`config.mk`:
```
export PLATFORM = sky130hd
export DESIGN_NAME = mem_access_ctrl_flat
export DESIGN_NICKNAME = d
export VERILOG_FILES = /design/src/rtl/lc3_pkg.sv /design/src/rtl/mem_access_ctrl_if.sv /design/src/rtl/mem_access_ctrl_rr_arb2.sv /design/src/rtl/mem_access_ctrl.sv /design/src/flat_wrapper.sv
export SDC_FILE = /design/constraint.sdc
export NUM_CORES = 1
export LEC_CHECK = 0
export BUFFER_PORTS_ARGS = -buffer_cell sky130_fd_sc_hd__buf_2
export CORE_ASPECT_RATIO = 1.2
export CORE_UTILIZATION = 35
export DETAILED_ROUTE_END_ITERATION = 7
export GPL_ROUTABILITY_DRIVEN = 0
export MAX_ROUTING_LAYER = met4
export PLACE_DENSITY = 0.49
export SETUP_SLACK_MARGIN = 0.05
export SYNTH_ARGS = -nofsm -noshare
export SYNTH_HDL_FRONTEND = slang
export SYNTH_SLANG_ARGS = --single-unit
```
`constraint.sdc`:
```
create_clock -name clk -period 1.74 [get_ports clk]
set_input_delay 0 -clock clk [delete_from_list [all_inputs] [get_ports clk]]
set_output_delay 0 -clock clk [all_outputs]
set_load 0.02 [all_outputs]
```
`src/rtl/lc3_pkg.sv`:
```
// rtl/lc3_pkg.sv - LC-3 memory access state encodings, bus gate selects and output decode.
package lc3_pkg;

  localparam logic [2:0] IDLE   = 3'd0;
  localparam logic [2:0] LD_MAR = 3'd1;
  localparam logic [2:0] LD_MDR = 3'd2;
  localparam logic [2:0] ACCESS = 3'd3;
  localparam logic [2:0] DONE   = 3'd4;

  localparam logic [1:0] GATE_NONE   = 2'b00;
  localparam logic [1:0] GATE_PC     = 2'b01;
  localparam logic [1:0] GATE_MARMUX = 2'b10;
  localparam logic [1:0] GATE_MDRSRC = 2'b11;

  typedef struct packed {
    logic       ldMAR;
    logic [1:0] gate_sel;
    logic       ldMDR;
    logic       mio_en;
    logic       r_w;
    logic       f_done;
    logic       d_done;
  } ctrl_out_t;

  // A load keeps ldMDR high for every ACCESS cycle; the last capture lands on the ready cycle.
  function automatic ctrl_out_t decode_out(input logic [2:0] st, input logic own_d,
                                           input logic store);
    ctrl_out_t o;
    o = '0;
    case (st)
      LD_MAR: begin
        o.ldMAR    = 1'b1;
        o.gate_sel = own_d ? GATE_MARMUX : GATE_PC;
      end
      LD_MDR: begin
        o.gate_sel = GATE_MDRSRC;
        o.ldMDR    = 1'b1;
      end
      ACCESS: begin
        o.mio_en = 1'b1;
        o.r_w    = store;
        o.ldMDR  = ~store;
      end
      DONE: begin
        o.f_done = ~own_d;
        o.d_done = own_d;
      end
      default: o = '0;
    endcase
    return o;
  endfunction

endpackage

```
`src/rtl/mem_access_ctrl_if.sv`:
```
// rtl/mem_access_ctrl_if.sv - requester/memory handshake bundle for mem_access_ctrl.
interface mem_access_ctrl_if;
  logic       f_req;
  logic       d_req;
  logic       d_we;
  logic       mem_ready;
  logic       ldMAR;
  logic [1:0] gate_sel;
  logic       ldMDR;
  logic       mio_en;
  logic       r_w;
  logic       f_done;
  logic       d_done;
  logic       err;

  modport master (
    output f_req, d_req, d_we, mem_ready,
    input  ldMAR, gate_sel, ldMDR, mio_en, r_w, f_done, d_done, err
  );

  modport slave (
    input  f_req, d_req, d_we, mem_ready,
    output ldMAR, gate_sel, ldMDR, mio_en, r_w, f_done, d_done, err
  );
endinterface

```
`src/rtl/mem_access_ctrl_rr_arb2.sv`:
```
// rtl/mem_access_ctrl_rr_arb2.sv - two-way round-robin arbiter (bit0 fetch, bit1 data).
module rr_arb2 (
  input  logic       clk,
  input  logic       reset,
  input  logic [1:0] req,
  input  logic       upd,
  input  logic       upd_data,
  output logic [1:0] grant
);

  logic last_data;

  // Resetting to "data" makes the first contended grant go to fetch.
  always_ff @(posedge clk or negedge reset) begin
    if (!reset)   last_data <= 1'b1;
    else if (upd) last_data <= upd_data;
  end

  always_comb begin
    grant = req;
    if (req == 2'b11) grant = last_data ? 2'b01 : 2'b10;
  end

endmodule

```
`src/rtl/mem_access_ctrl.sv`:
```
// rtl/mem_access_ctrl.sv - sequences MAR/MDR/memory for LC-3 fetch and data accesses.
module mem_access_ctrl
  import lc3_pkg::*;
#(
  parameter int TIMEOUT = 15,
  parameter int CNT_W   = 8
) (
  input logic         clk,
  input logic         reset,
  mem_access_ctrl_if.slave bus
);

  logic [2:0]       state, state_nxt;
  logic             own_d, own_d_nxt;
  logic             store, store_nxt;
  logic [CNT_W-1:0] count;
  logic             timeout_hit;
  logic             err;
  logic [1:0]       grant;
  ctrl_out_t        out_q;

  rr_arb2 u_arb (
    .clk      (clk),
    .reset    (reset),
    .req      ({bus.d_req, bus.f_req}),
    .upd      (state == DONE),
    .upd_data (own_d),
    .grant    (grant)
  );

  always_comb begin
    state_nxt   = state;
    own_d_nxt   = own_d;
    store_nxt   = store;
    timeout_hit = 1'b0;
    case (state)
      IDLE: begin
        if (|grant) begin
          state_nxt = LD_MAR;
          own_d_nxt = grant[1];
          store_nxt = grant[1] & bus.d_we;
        end
      end
      LD_MAR: state_nxt = store ? LD_MDR : ACCESS;
      LD_MDR: state_nxt = ACCESS;
      ACCESS: begin
        if (bus.mem_ready) begin
          state_nxt = DONE;
        end else if (count == CNT_W'(TIMEOUT - 1)) begin
          state_nxt   = DONE;
          timeout_hit = 1'b1;
        end
      end
      DONE:    state_nxt = IDLE;
      default: state_nxt = IDLE;
    endcase
  end

  // Outputs are flopped from the next-state decode so they track state with no input path.
  always_ff @(posedge clk or negedge reset) begin
    if (!reset) begin
      state <= IDLE;
      own_d <= 1'b1;
      store <= 1'b0;
      count <= '0;
      err   <= 1'b0;
      out_q <= '0;
    end else begin
      state <= state_nxt;
      own_d <= own_d_nxt;
      store <= store_nxt;
      err   <= err | timeout_hit;
      out_q <= decode_out(state_nxt, own_d_nxt, store_nxt);
      if (state != ACCESS && state_nxt == ACCESS)
        count <= '0;
      else if (state == ACCESS && count != {CNT_W{1'b1}})
        count <= count + CNT_W'(1);
    end
  end

  assign bus.ldMAR    = out_q.ldMAR;
  assign bus.gate_sel = out_q.gate_sel;
  assign bus.ldMDR    = out_q.ldMDR;
  assign bus.mio_en   = out_q.mio_en;
  assign bus.r_w      = out_q.r_w;
  assign bus.f_done   = out_q.f_done;
  assign bus.d_done   = out_q.d_done;
  assign bus.err      = err;

endmodule
```
`src/flat_wrapper.sv`:
```
// flat-port wrapper written by rule: the top's interface ports become plain ports
module mem_access_ctrl_flat import lc3_pkg::*;
#(
  parameter int TIMEOUT = 15,
  parameter int CNT_W   = 8
)
  (clk, reset, bus_f_req, bus_d_req, bus_d_we, bus_mem_ready, bus_ldMAR, bus_gate_sel, bus_ldMDR, bus_mio_en, bus_r_w, bus_f_done, bus_d_done, bus_err);
  mem_access_ctrl_if bus_i ();
  input logic clk;
  input logic reset;
  input wire logic [$bits(bus_i.f_req)-1:0] bus_f_req;
  input wire logic [$bits(bus_i.d_req)-1:0] bus_d_req;
  input wire logic [$bits(bus_i.d_we)-1:0] bus_d_we;
  input wire logic [$bits(bus_i.mem_ready)-1:0] bus_mem_ready;
  output wire logic [$bits(bus_i.ldMAR)-1:0] bus_ldMAR;
  output wire logic [$bits(bus_i.gate_sel)-1:0] bus_gate_sel;
  output wire logic [$bits(bus_i.ldMDR)-1:0] bus_ldMDR;
  output wire logic [$bits(bus_i.mio_en)-1:0] bus_mio_en;
  output wire logic [$bits(bus_i.r_w)-1:0] bus_r_w;
  output wire logic [$bits(bus_i.f_done)-1:0] bus_f_done;
  output wire logic [$bits(bus_i.d_done)-1:0] bus_d_done;
  output wire logic [$bits(bus_i.err)-1:0] bus_err;
  assign bus_i.f_req = bus_f_req;
  assign bus_i.d_req = bus_d_req;
  assign bus_i.d_we = bus_d_we;
  assign bus_i.mem_ready = bus_mem_ready;
  assign bus_ldMAR = bus_i.ldMAR;
  assign bus_gate_sel = bus_i.gate_sel;
  assign bus_ldMDR = bus_i.ldMDR;
  assign bus_mio_en = bus_i.mio_en;
  assign bus_r_w = bus_i.r_w;
  assign bus_f_done = bus_i.f_done;
  assign bus_d_done = bus_i.d_done;
  assign bus_err = bus_i.err;
  mem_access_ctrl #(.TIMEOUT(TIMEOUT), .CNT_W(CNT_W)) u_core (.clk(clk), .reset(reset), .bus(bus_i));
endmodule
```
==> summary.txt <==
Status
  • Outcome: finished clean

STA
  • Peak Freq: 0.6370 GHz
  • Slew HR: about two thirds
  • TNS Setup: 0 ns
  • Final Hold Fails: 0
  • Count of final setup violators: 0
  • RSZ-0062 raised after global routing: yes
  • Slew Viols, Final: 0
  • Tmin final: 1.570 ns
  • Setup ws final: ~0.17 ns
  • Fin crit share: between 90% and 100%
  • Worst Tran Pin Value: 0.5165 ns
  • Skew final: ~0.0086 ns

Clocking
  • Max clock buf depth: 2
  • CTS Buf Count: 3
  • Clock transition at path regs: 0.13 ns
  • H-tree levels: 1
  • CTS tree: yes
  • Root Buffer: clkbuf_4
  • Sink Count: 23
  • Clk Latency, worst-skew pair: 0.31 ns

Die
  • Die area: 0.003401 mm^2
  • Die H: 63.69 um
  • Rows: 22
  • Core footprint: 0.003028 mm^2
  • Chip width: 53.41 um
  • Initial Util: 36.65%
  • IO Count: 15

Detailed routing
  • Post-Route WL: 2067 um
  • DRC marker count from the first detailed-route iteration: 24
  • Average wire per standard cell: 12.92 um
  • Antenna Violating Nets Remaining: 0
  • Via count: slightly above 800
  • DRC violations left: 0
  • Initial DRT Pass Iterations: 4
  • DR vias/cell: 5.144

Cells and area
  • Ant. Diodes: 0
  • FF/Latch Area: 578.1 um^2
  • Share of layout cells above drive strength 1: 28.23%
  • Fill cells: 310
  • Multi-input logic area: ~500 um^2
  • Max FFs per register: 8
  • Synth-to-Final Area Change: 17.02%
  • Fin nets: 133
  • Top reg by flops: u_core.count
  • Most common cell after layout, fill and taps aside: dfrtp_1
  • Most frequent cells in the layout: 21 x dfrtp_1, 14 x buf_2, 8 x nor2_1

Power
  • Worst vdd ir: between 0.0006 and 0.0007 V
  • Leakage: 0.6202 nW
  • Pwr dens: 1469 mW/mm^2

Logic synthesis
  • Net Count, Synth: ~110
  • Synth top area cells: dfrtp_1 47%, dfstp_2 4.7%, nor2_1 2.7%, ha_1 2.3%, inv_1 2.0%
  • Synth Warn #: 0
  • Mapped cell area: 0.001110 mm^2
  • Seq/Total Area, Yosys: a little over half
  • Synth Instances: between 100 and 150
  • EDFF count, synth: 0
  • Synth cell types: 45
  • Synth top area share: between 40% and 50%
  • Main flop type after synthesis: dfrtp_1
  • Async set-reset flop share out of synthesis: 100.0%
  • Cell accounting for the most synthesized area: dfrtp_1
  • Post-synthesis area per instance: 10.99 um^2
  • Seq cells post-synth: 23

Critical path
  • FF-to-FF path depth: 5
  • Reg2Reg Setup Slack: 0.17 ns
  • Top delay family on crit path: compound AO/OA/AOI/OAI gates
  • Worst endpoint required time: ~2 ns
  • CP peak stage delay: 0.41 ns
  • Critical path destination: u_core.count[3]$_DFFE_PN0P_
  • Worst reg2reg path endpoint: u_core.count[3]$_DFFE_PN0P_
  • R2r startpoint: u_core.count[0]$_DFFE_PN0P_
  • Critical Path Stages: 5
  • Slowest stage cell on the critical path: dfrtp_1
  • CP Capture Type: flip-flop
  • Crit-path cells: ha_1, nand3_1, o31a_2, a311oi_1, a41o_1
  • CP arrival: 1.83 ns
  • CP Launch Type: flip-flop
  • CP Class: flip-flop to flip-flop
  • Crit path max fanout: 5
  • Crit. Startpoint: u_core.count[0]$_DFFE_PN0P_
  • Buffers & Inverters on Critical Path: 0

Placed design
  • Port Buffers: 14
  • Post-place setup slack: 0.1727 ns
  • Detail Placement HPWL: around 1500 um

Worst hold path
  • Worst min path class: input port to flip-flop

GRT
  • First-pass GRT wire length: 3525 um
  • Vias in the first global route: 803
  • GRT Total Usage: between 10% and 20%
  • Largest net degree at the start of global routing: 24
  • Gr ovfl total: 0
  • Initial antenna violation count: 0

Flow run
  • Max-cap viol count: 0
[power by group]
group          switching (mW)  internal (mW)  total, mW
clock                   0.157         0.0857      0.242
combinational           0.432          0.382      0.814
sequential              0.142          0.709      0.851
[Yosys cell counts, types with 2 or more instances]
master and instances:
nand4_1 2, nand2b_1 3, a211oi_1 2, nand3_1 3
a31oi_1 2, nor2_1 8, dfrtp_1 21, or3_1 2
a21oi_1 3, nor3_1 4, ha_1 2, nor2b_1 2
inv_1 6, and2_1 2, nand2_1 5, a21o_1 2
dfstp_2 2, o21ai_0 3
[cell families (layout without fill, tap and decap cells)]
logic type | count (synthesis) | in the layout | share of synthesized area, %
simple gates | 41 | 41 | 22.44
compound gates | 23 | 23 | 16.01
flops | 23 | 23 | 52.09
buf+inv | 8 | 31 | 3.720
fa+ha+maj | 2 | 2 | 2.254
xor+xnor | 2 | 2 | 1.579
mux | 2 | 2 | 1.917
[area by class of cell]
type	instances	area share (%)
multi-input combinational	70	38.15
timing repair buffer	21	10.02
clock inverter	1	0.3854
inverter	6	1.734
clock buffer	3	1.734
sequential	23	44.51
tap	36	3.468
[repair_timing]
action	4_1_cts	5_1_grt
setup buffers	0	1
resized for setup	0	1
hold buffers	3	0
setup endpoints to repair	0	2
endpoints found under the hold margin	22	0
[worst register-to-register path, delay by kind of cell (launching register included)]
family          cells  cell delay [ns]
compound gates      3             0.75
flops               1             0.41
fa+ha+maj           1             0.24
simple gates        1             0.13
[per-stage QoR]
step           total power, mW  instances  util (%)  hold slack [ns]  area (um^2)
6_report                 1.907        160     42.89          0.01056         1299
5_1_grt                  2.080        160     42.89          0.02187         1299
4_1_cts                  1.909        159     42.48         0.007221         1286
3_5_place_dp             1.647        152     40.58         0.003419         1229
3_3_place_gp             1.646        152     40.58         0.003104         1229
2_1_floorplan            1.421        101         -          -0.2956         1110
[worst min-delay path by stage]
| stage | from | endpoint | slack, ns | depth (start not counted) |
|---|---|---|---|---|
| 6_report | bus_f_req | u_core.bus.gate_sel[0]$_DFF_PN0_ | 0.01 | 2 |
| 5_1_grt | bus_f_req | u_core.bus.gate_sel[0]$_DFF_PN0_ | 0.02 | 2 |
| 4_1_cts | bus_f_req | u_core.bus.gate_sel[0]$_DFF_PN0_ | 0.007 | 2 |
| 3_5_place_dp | reset | u_core.bus.r_w$_DFF_PN0_ | 0.003 | 1 |
| 3_3_place_gp | reset | u_core.bus.ldMDR$_DFF_PN0_ | 0.003 | 1 |
| 2_1_floorplan | reset | u_core.bus.d_done$_DFF_PN0_ | -0.30 | 0 |
[metal layers]
metal | part of all wire [%] | track usage (%)
met3 | 3.3 | 2.174
met4 | 0.97 | 4.934
met2 | 52 | 23.59
met5 | 0 | -
met1 | 44 | 17.67
Power figures use the tool's default switching activity.
